**src/rtl/transfer_write_arbiter.sv**
```systemverilog
// rtl/transfer_write_arbiter.sv - round-robin write sequencer for a transfer_or register bank
// One grant per two-cycle write slot; drives one-hot transfer-gate selects and shared write data.
module transfer_write_arbiter #(
  parameter int N_REQ  = 4,
  parameter int N_REG  = 4,
  parameter int AW     = 2,
  parameter int DATA_W = 8
) (
  input  logic                    clk,
  input  logic                    rst,
  input  logic [N_REQ-1:0]        req,
  input  logic [N_REQ*AW-1:0]     req_addr,
  input  logic [N_REQ*DATA_W-1:0] req_data,
  input  logic                    freeze,
  output logic [N_REQ-1:0]        grant,
  output logic [N_REG-1:0]        sel,
  output logic [DATA_W-1:0]       wdata,
  output logic                    busy,
  output logic                    err
);

  localparam int PW = (N_REQ > 1) ? $clog2(N_REQ) : 1;

  typedef enum logic {IDLE, WRITE} state_t;

  state_t              state, state_nx;
  logic [PW-1:0]       ptr, ptr_nx;
  logic [PW-1:0]       win, win_nx;
  logic [N_REQ-1:0]    grant_nx;
  logic [N_REG-1:0]    sel_nx;
  logic [DATA_W-1:0]   wdata_nx;
  logic                busy_nx, err_nx;

  logic                found;
  logic [PW-1:0]       pick;
  logic [AW-1:0]       pick_addr;
  logic [DATA_W-1:0]   pick_data;
  int                  idx;

  // Scan starts at the rr pointer and wraps, so the first hit is the fair winner.
  always_comb begin
    found = 1'b0;
    pick  = '0;
    idx   = 0;
    for (int k = 0; k < N_REQ; k++) begin
      idx = int'(ptr) + k;
      if (idx >= N_REQ) idx = idx - N_REQ;
      if (!found && req[idx]) begin
        found = 1'b1;
        pick  = PW'(idx);
      end
    end
    pick_addr = req_addr[int'(pick)*AW +: AW];
    pick_data = req_data[int'(pick)*DATA_W +: DATA_W];
  end

  always_comb begin
    state_nx = state;
    ptr_nx   = ptr;
    win_nx   = win;
    grant_nx = '0;
    sel_nx   = '0;
    wdata_nx = '0;
    busy_nx  = 1'b0;
    err_nx   = 1'b0;
    case (state)
      IDLE: begin
        if (found && !freeze) begin
          state_nx = WRITE;
          win_nx   = pick;
          grant_nx = N_REQ'(1) << pick;
          wdata_nx = pick_data;
          busy_nx  = 1'b1;
          // Out-of-range address still gets its grant, but no gate is selected.
          if (int'(pick_addr) < N_REG) sel_nx = N_REG'(1) << pick_addr;
          else                         err_nx = 1'b1;
        end
      end
      WRITE: begin
        state_nx = IDLE;
        ptr_nx   = (int'(win) == N_REQ - 1) ? '0 : win + 1'b1;
      end
      default: state_nx = IDLE;
    endcase
  end

  always_ff @(posedge clk) begin
    if (rst) begin
      state <= IDLE;
      ptr   <= '0;
      win   <= '0;
      grant <= '0;
      sel   <= '0;
      wdata <= '0;
      busy  <= 1'b0;
      err   <= 1'b0;
    end else begin
      state <= state_nx;
      ptr   <= ptr_nx;
      win   <= win_nx;
      grant <= grant_nx;
      sel   <= sel_nx;
      wdata <= wdata_nx;
      busy  <= busy_nx;
      err   <= err_nx;
    end
  end

endmodule

```
**config.mk**
```make
export PLATFORM = sky130hd
export DESIGN_NAME = transfer_write_arbiter
export DESIGN_NICKNAME = d
export VERILOG_FILES = /design/src/rtl/transfer_write_arbiter.sv
export SDC_FILE = /design/constraint.sdc
export NUM_CORES = 1
export LEC_CHECK = 0
export CAP_MARGIN = 20
export CORE_ASPECT_RATIO = 1.25
export CORE_UTILIZATION = 36
export DETAILED_ROUTE_END_ITERATION = 10
export PLACE_DENSITY = 0.85
export SKIP_LAST_GASP = 1
export SLEW_MARGIN = 20
export SYNTH_ARGS = -nofsm -noshare
export SYNTH_HDL_FRONTEND = slang
export SYNTH_SLANG_ARGS = --single-unit
```
**constraint.sdc**
```tcl
create_clock -name clk -period 2.23 [get_ports clk]
set_input_delay 0.669 -clock clk [delete_from_list [all_inputs] [get_ports clk]]
set_output_delay 0.669 -clock clk [all_outputs]
set_load 0.01 [all_outputs]
```
### After elaboration in Yosys (flattened, before gate mapping)

Cells that the tools add are included.

| storage, ports and cells | value |
|---|---|
| register bits | 22 |
| logic and storage cells | 68 |

| cells by class | value |
|---|---|
| bitwise logic cells | 2 |
| shift operators | 4 |
| reduce and logical (&&, ||, !) cells | 11 |
| add/sub/neg operators | 8 |
| magnitude comparators | 8 |
| muxes and demuxes | 27 |
| equal/unequal tests | 1 |

Operator list:

| cell | count |
|---|---|
| 32-bit by 4-bit less-than comparator with 1-bit output (second input constant) | 4 |
| 32-bit 2-to-1 mux | 4 |
| 32-bit by 6-bit variable part select with 8-bit output | 1 |
| 1-bit 2-to-1 mux | 13 |
| 3-bit by 3-bit subtractor with 4-bit output (second input constant) | 3 |
| 2-bit 2-to-1 mux | 5 |
| 3-bit greater-or-equal comparator (second input constant) | 3 |
| 1-bit binary-select mux with 2-bit select | 4 |
| 8-bit by 4-bit variable part select with 2-bit output | 1 |
| 1-bit by 2-bit left shift with 4-bit output (first input constant) | 2 |
| 2-bit by 2-bit adder with 3-bit output (second input constant) | 2 |
| 1-bit logical AND | 4 |
| 1-bit logical NOT | 4 |
| 2-bit by 3-bit subtractor with 4-bit output (second input constant) | 1 |
| 2-bit by 1-bit adder with 3-bit output (second input constant) | 1 |
| 2-bit by 3-bit greater-or-equal comparator with 1-bit output (second input constant) | 1 |
| 3-bit OR reduction | 1 |
| 2-bit by 1-bit adder with 2-bit output (second input constant) | 1 |
| 2-bit by 1-bit equality test with 1-bit output (second input constant) | 1 |
| 1-bit inverter | 2 |
| 1-bit one-hot mux with 2 select lines | 1 |
| 2-bit AND reduction | 1 |
| 2-bit OR reduction | 1 |

### Longest topological paths before layout

Gate-level depths: netlist of the first run.

| logic depth | value |
|---|---|
| depth after elaboration | 18 |
| mapped depth | 7 |

### Worst setup path after synthesis of the first run

OpenSTA, ideal clock, no wires.

| path | value |
|---|---|
| path type | input -> register |
| from | input req[0] |
| to | register grant[0] |
| library setup time | 140 ps |
| arrival | 1,943 ps |
| setup slack | 147 ps |
| stages on the path | 5 |
| data required time | 2,090 ps |
| cells stage by stage | o41ai_1 -> or2_2 -> clkbuf_1 -> buf_2 -> nor3_1 |

| between the ends | value |
|---|---|
| word-level cells in the longest chain between the ends | 16 |

RTL lines:

| item | line | text |
|---|---|---|
| start: declaration | 11 | `input logic [N_REQ-1:0] req,` |
| 1-bit binary-select mux with 2-bit select | 48 | `if (!found && req[idx]) begin` |
| 1-bit 2-to-1 mux (not written as such) (2 in series) | 48 |  |
| 1-bit 2-to-1 mux | 48 |  |
| 1-bit logical NOT | 48 |  |
| 1-bit logical AND | 48 |  |
| 1-bit 2-to-1 mux | 48 |  |
| 1-bit logical NOT | 48 |  |
| 1-bit logical AND | 48 |  |
| 1-bit 2-to-1 mux | 48 |  |
| 1-bit logical NOT | 48 |  |
| 1-bit logical AND | 48 |  |
| 1-bit 2-to-1 mux | 48 |  |
| 1-bit logical AND | 68 | `if (found && !freeze) begin` |
| 1-bit inverter (no line) | n/a |  |
| 3-bit OR reduction (no line) | n/a |  |
| end signal: assignment | 101 | `grant <= grant_nx;` |
| end: declaration | 15 | `output logic [N_REQ-1:0] grant,` |

Several ways; a longest one is shown, not always the timed one. The select of a mux whose other input is x is not followed.
A chain may end at the register's enable or synchronous reset.

### Final worst setup path of the first run

| path | value |
|---|---|
| from | register ptr[1] |
| to | register wdata[6] |

| between the ends | value |
|---|---|
| word-level cells in the longest chain between the ends | 18 |

RTL lines:

| item | line | text |
|---|---|---|
| start: declaration | 27 | `logic [PW-1:0] ptr, ptr_nx;` |
| start signal: assignment | 99 | `ptr <= ptr_nx;` |
| branches (longest 18 deep; another with 3-bit by 3-bit subtractor with 4-bit output) | n/a |  |
| end signal: assignment | 103 | `wdata <= wdata_nx;` |
| end: declaration | 17 | `output logic [DATA_W-1:0] wdata,` |

Parallel ways; which one is timed is not known. The select of a mux whose other input is x is not followed.

==> results.tsv, run 1 <==
metric	value	unit
status	completed	
grt_max_degree	16	
crit_path_start_kind	flip-flop	
grt_usage	17.6	%
crit_arrival	2280	ps
slowest_delay	490	ps
hold_slack	544	ps
yosysMostFrequentCell	dfxtp_1	
routed_wl	3.11	mm
drtPass1Iterations	4	
met1_length	1.21	mm
critPathMaxFanout	7	
timing.critical_path.cells	mux2i_1 -> nor2_2 -> a311oi_4 -> clkbuf_16 -> buf_4 -> nor2b_1 -> a211oi_1 -> a211oi_2	
cts_num_sinks	21	
drc	0	
synth_edf_count	0	
via_count	1070	
synth_nets	151	
synth-xor-area-share	0	%
grt-ovfl-total	0	
hold_path.class	flip-flop to flip-flop	
endpoint_kind	flip-flop	
multi_input_area	642	sq um
rsz0062_at_grt	false	
synth_top_family_by_area	compound AO/OA/AOI/OAI gates	
powerDensity	477	nW/um^2
syn_area	1060	sq um
fin_cells	212	
yosys-top-cells-area	dfxtp_1 (40%), mux2i_1 (17%), a211oi_2 (8.3%)	
cp.required	2410	ps
clockBufferDepth	2	
switching_share	27.5	%
post_drt_via_cell_ratio	5.05	
numCtsBuffers	3	
fin_crit_sh	94.3	%
numPortBuffers	63	
synth_seq_cells	21	
synth-async-reset-ratio	0	%
grt_pass1_wl	4.28	mm
vdd_drop_max	299	uV
met2_length	1.55	mm
synth_compound_area_share	20.3	%
gp_congestion	0.711	
fill_cells	192	
final_nets	227	
grt_pass1_vias	1013	
tritoncts	done	
hold_viol_final	0	
initial_core_util	38.7	%
crit_buf_inv	2	
fmax	476	MHz
yosysTopAreaCellShare	39.7	%
p_seq_share	43.1	%
clock_power_share	18.8	%
post-route-util	72.2	%
cts-hold-fix-buffers	0	
yosysWarnings	0	
p_leak	0.000790	uW
core	2730	sq um
yosys.area.top_type	dfxtp_1	
detail_route.wl_per_cell	14.7	microns
placed_cell_area	1820	sq um
synth-main-ff-cell	dfxtp_1	
fin_crit	2100	ps
worstMarginPinSlew	567	ps
cap_violations	0	
cp_slowest_cell	dfxtp_1	
synthAdderAreaFrac	1.18	%
internal_power	682	uW
clk_latency	300	ps
seqCellArea	420	sq um
dieArea	3160	sq um
core.rowCount	21	
dp_hpwl	2.23	mm
ys_seq_area_share	39.7	%
ios	65	
htreeDepth	1	
syn_inst	103	
synthMuxAreaShare	18.1	%
power.total	941	uW
synth-simple-area-share	14.4	%
dieWidth	50.5	microns
cts_root_buf	clkbuf_4	
clock_skew	0.525	ps
antennaDiodeCount	0	
area_growth	86.3	%
dp.cells	204	
drt_iter0_markers	4	
switchingPower	259	uW
synth.avg_cell_area	10.3	sq um
power_frac_comb	38.1	%
yosys.cell_types.count	26	
setup_violations	0	
die_h	62.6	microns
antenna_found_initial	0	
synth_common_cells	dfxtp_1 (21), mux2i_1 (18), a211oi_1 (9), nor2_1 (9), a211oi_2 (7)	
drive_gt1_share	22.5	%
slew_headroom	61.7	%
highest_layer	met4	
final_antenna_net_count	0	
wl_met3	276	microns
path_clk_slew	110	ps
cpLargestDelayFamily	compound AO/OA/AOI/OAI gates	
drv_slew	0	
critical_path_class	flip-flop to flip-flop	
stdcell_area	1970	sq um
metrics by stage:
step	setup slack, ps	setup TNS [ps]
6_report	127	0
4_1_cts	7.49	0
5_1_grt	87.8	0
2_1_floorplan	147	0
3_5_place_dp	-320	-3720
3_3_place_gp	-258	-2540
per-layer routing:
layer | vias to the layer above | GRT usage [%]
li1 | 520 | -
met1 | 487 | 18.4
met2 | 55 | 30.8
met3 | 8 | 5.35
met4 | 0 | 8.68
met5 | - | 0
final cells by class:
class,instances,share of cell area (%)
Clock buffer,3,1.14
Clock inverter,1,0.254
Inverter,3,0.571
Multi-Input combinational cell,71,32.6
Sequential cell,21,21.3
Tap cell,34,2.16
Timing Repair Buffer,79,42.0
cells by family after synthesis:
kind of cell             count (synthesis)
AO/OA/AOI/OAI                           23
buffers and inverters                   11
adder cells (fa/ha/maj)                  1
multiplexers                            19
other                                    1
AND/OR/NAND/NOR                         27
flip-flops                              21
what timing repair did:
item / CTS / global route
buffers inserted: 0 / 3
resized for setup: 0 / 16
endpoints found under the setup margin: 0 / 7
state kept, by name, summed over array words and instances (netlist names):
signal	flops
ptr	2
wdata	8
sel	4
grant	4
win	2
busy	1
worst min-delay path, delay by kind of cell (launching register included):
family / cells / cell delay, ps
flip-flops: 1 / 360
multiplexers: 1 / 80
AND/OR/NAND/NOR: 1 / 80
power by group through the flow:
stage               clock [uW]  combinational (uW)  sequential (uW)
floorplan                    0                 134              420
global placement             0                 306              412
detailed placement           0                 313              413
CTS                        186                 315              405
global route               205                 381              407
finish                     177                 359              405
worst paths after layout:
check,endpoint,cells after the start,slack [ps],start
max reg2reg,wdata[6]$_SDFF_PP0_,8,130,ptr[1]$_SDFFE_PP0P_
min,win[1]$_SDFFE_PP0P_,2,540,win[1]$_SDFFE_PP0P_
max,wdata[6]$_SDFF_PP0_,8,130,ptr[1]$_SDFFE_PP0P_
min reg2reg,win[1]$_SDFFE_PP0P_,2,540,win[1]$_SDFFE_PP0P_
cell usage in the layout (no fill, tap or decap), drive strengths merged, types with 2 or more instances in the layout:
cell / synthesis / routed
a21oi: 4 / 4
buf: 5 / 15
nor2b: 6 / 6
inv: 3 / 3
nor3b: 3 / 3
a211oi: 16 / 16
and2b: 2 / 2
dlymetal6s2s: 0 / 4
and3: 2 / 2
mux2i: 18 / 18
nor2: 9 / 9
clkbuf: 3 / 4
clkdlybuf4s50: 0 / 59
dfxtp: 21 / 21
nor3: 2 / 2
Note: power is estimated with default switching activity, not from simulation.
==> run 2: changes to the inputs <==
--- a/config.mk
+++ b/config.mk
@@ -8,6 +8,7 @@
 export CAP_MARGIN = 20
 export CORE_ASPECT_RATIO = 1.25
 export CORE_UTILIZATION = 36
+export CTS_CLUSTER_SIZE = 24
 export DETAILED_ROUTE_END_ITERATION = 10
 export PLACE_DENSITY = 0.85
 export SKIP_LAST_GASP = 1
==> results of run 2 <==
No change in the layout: final DEF, timing and power equal those of run 1.
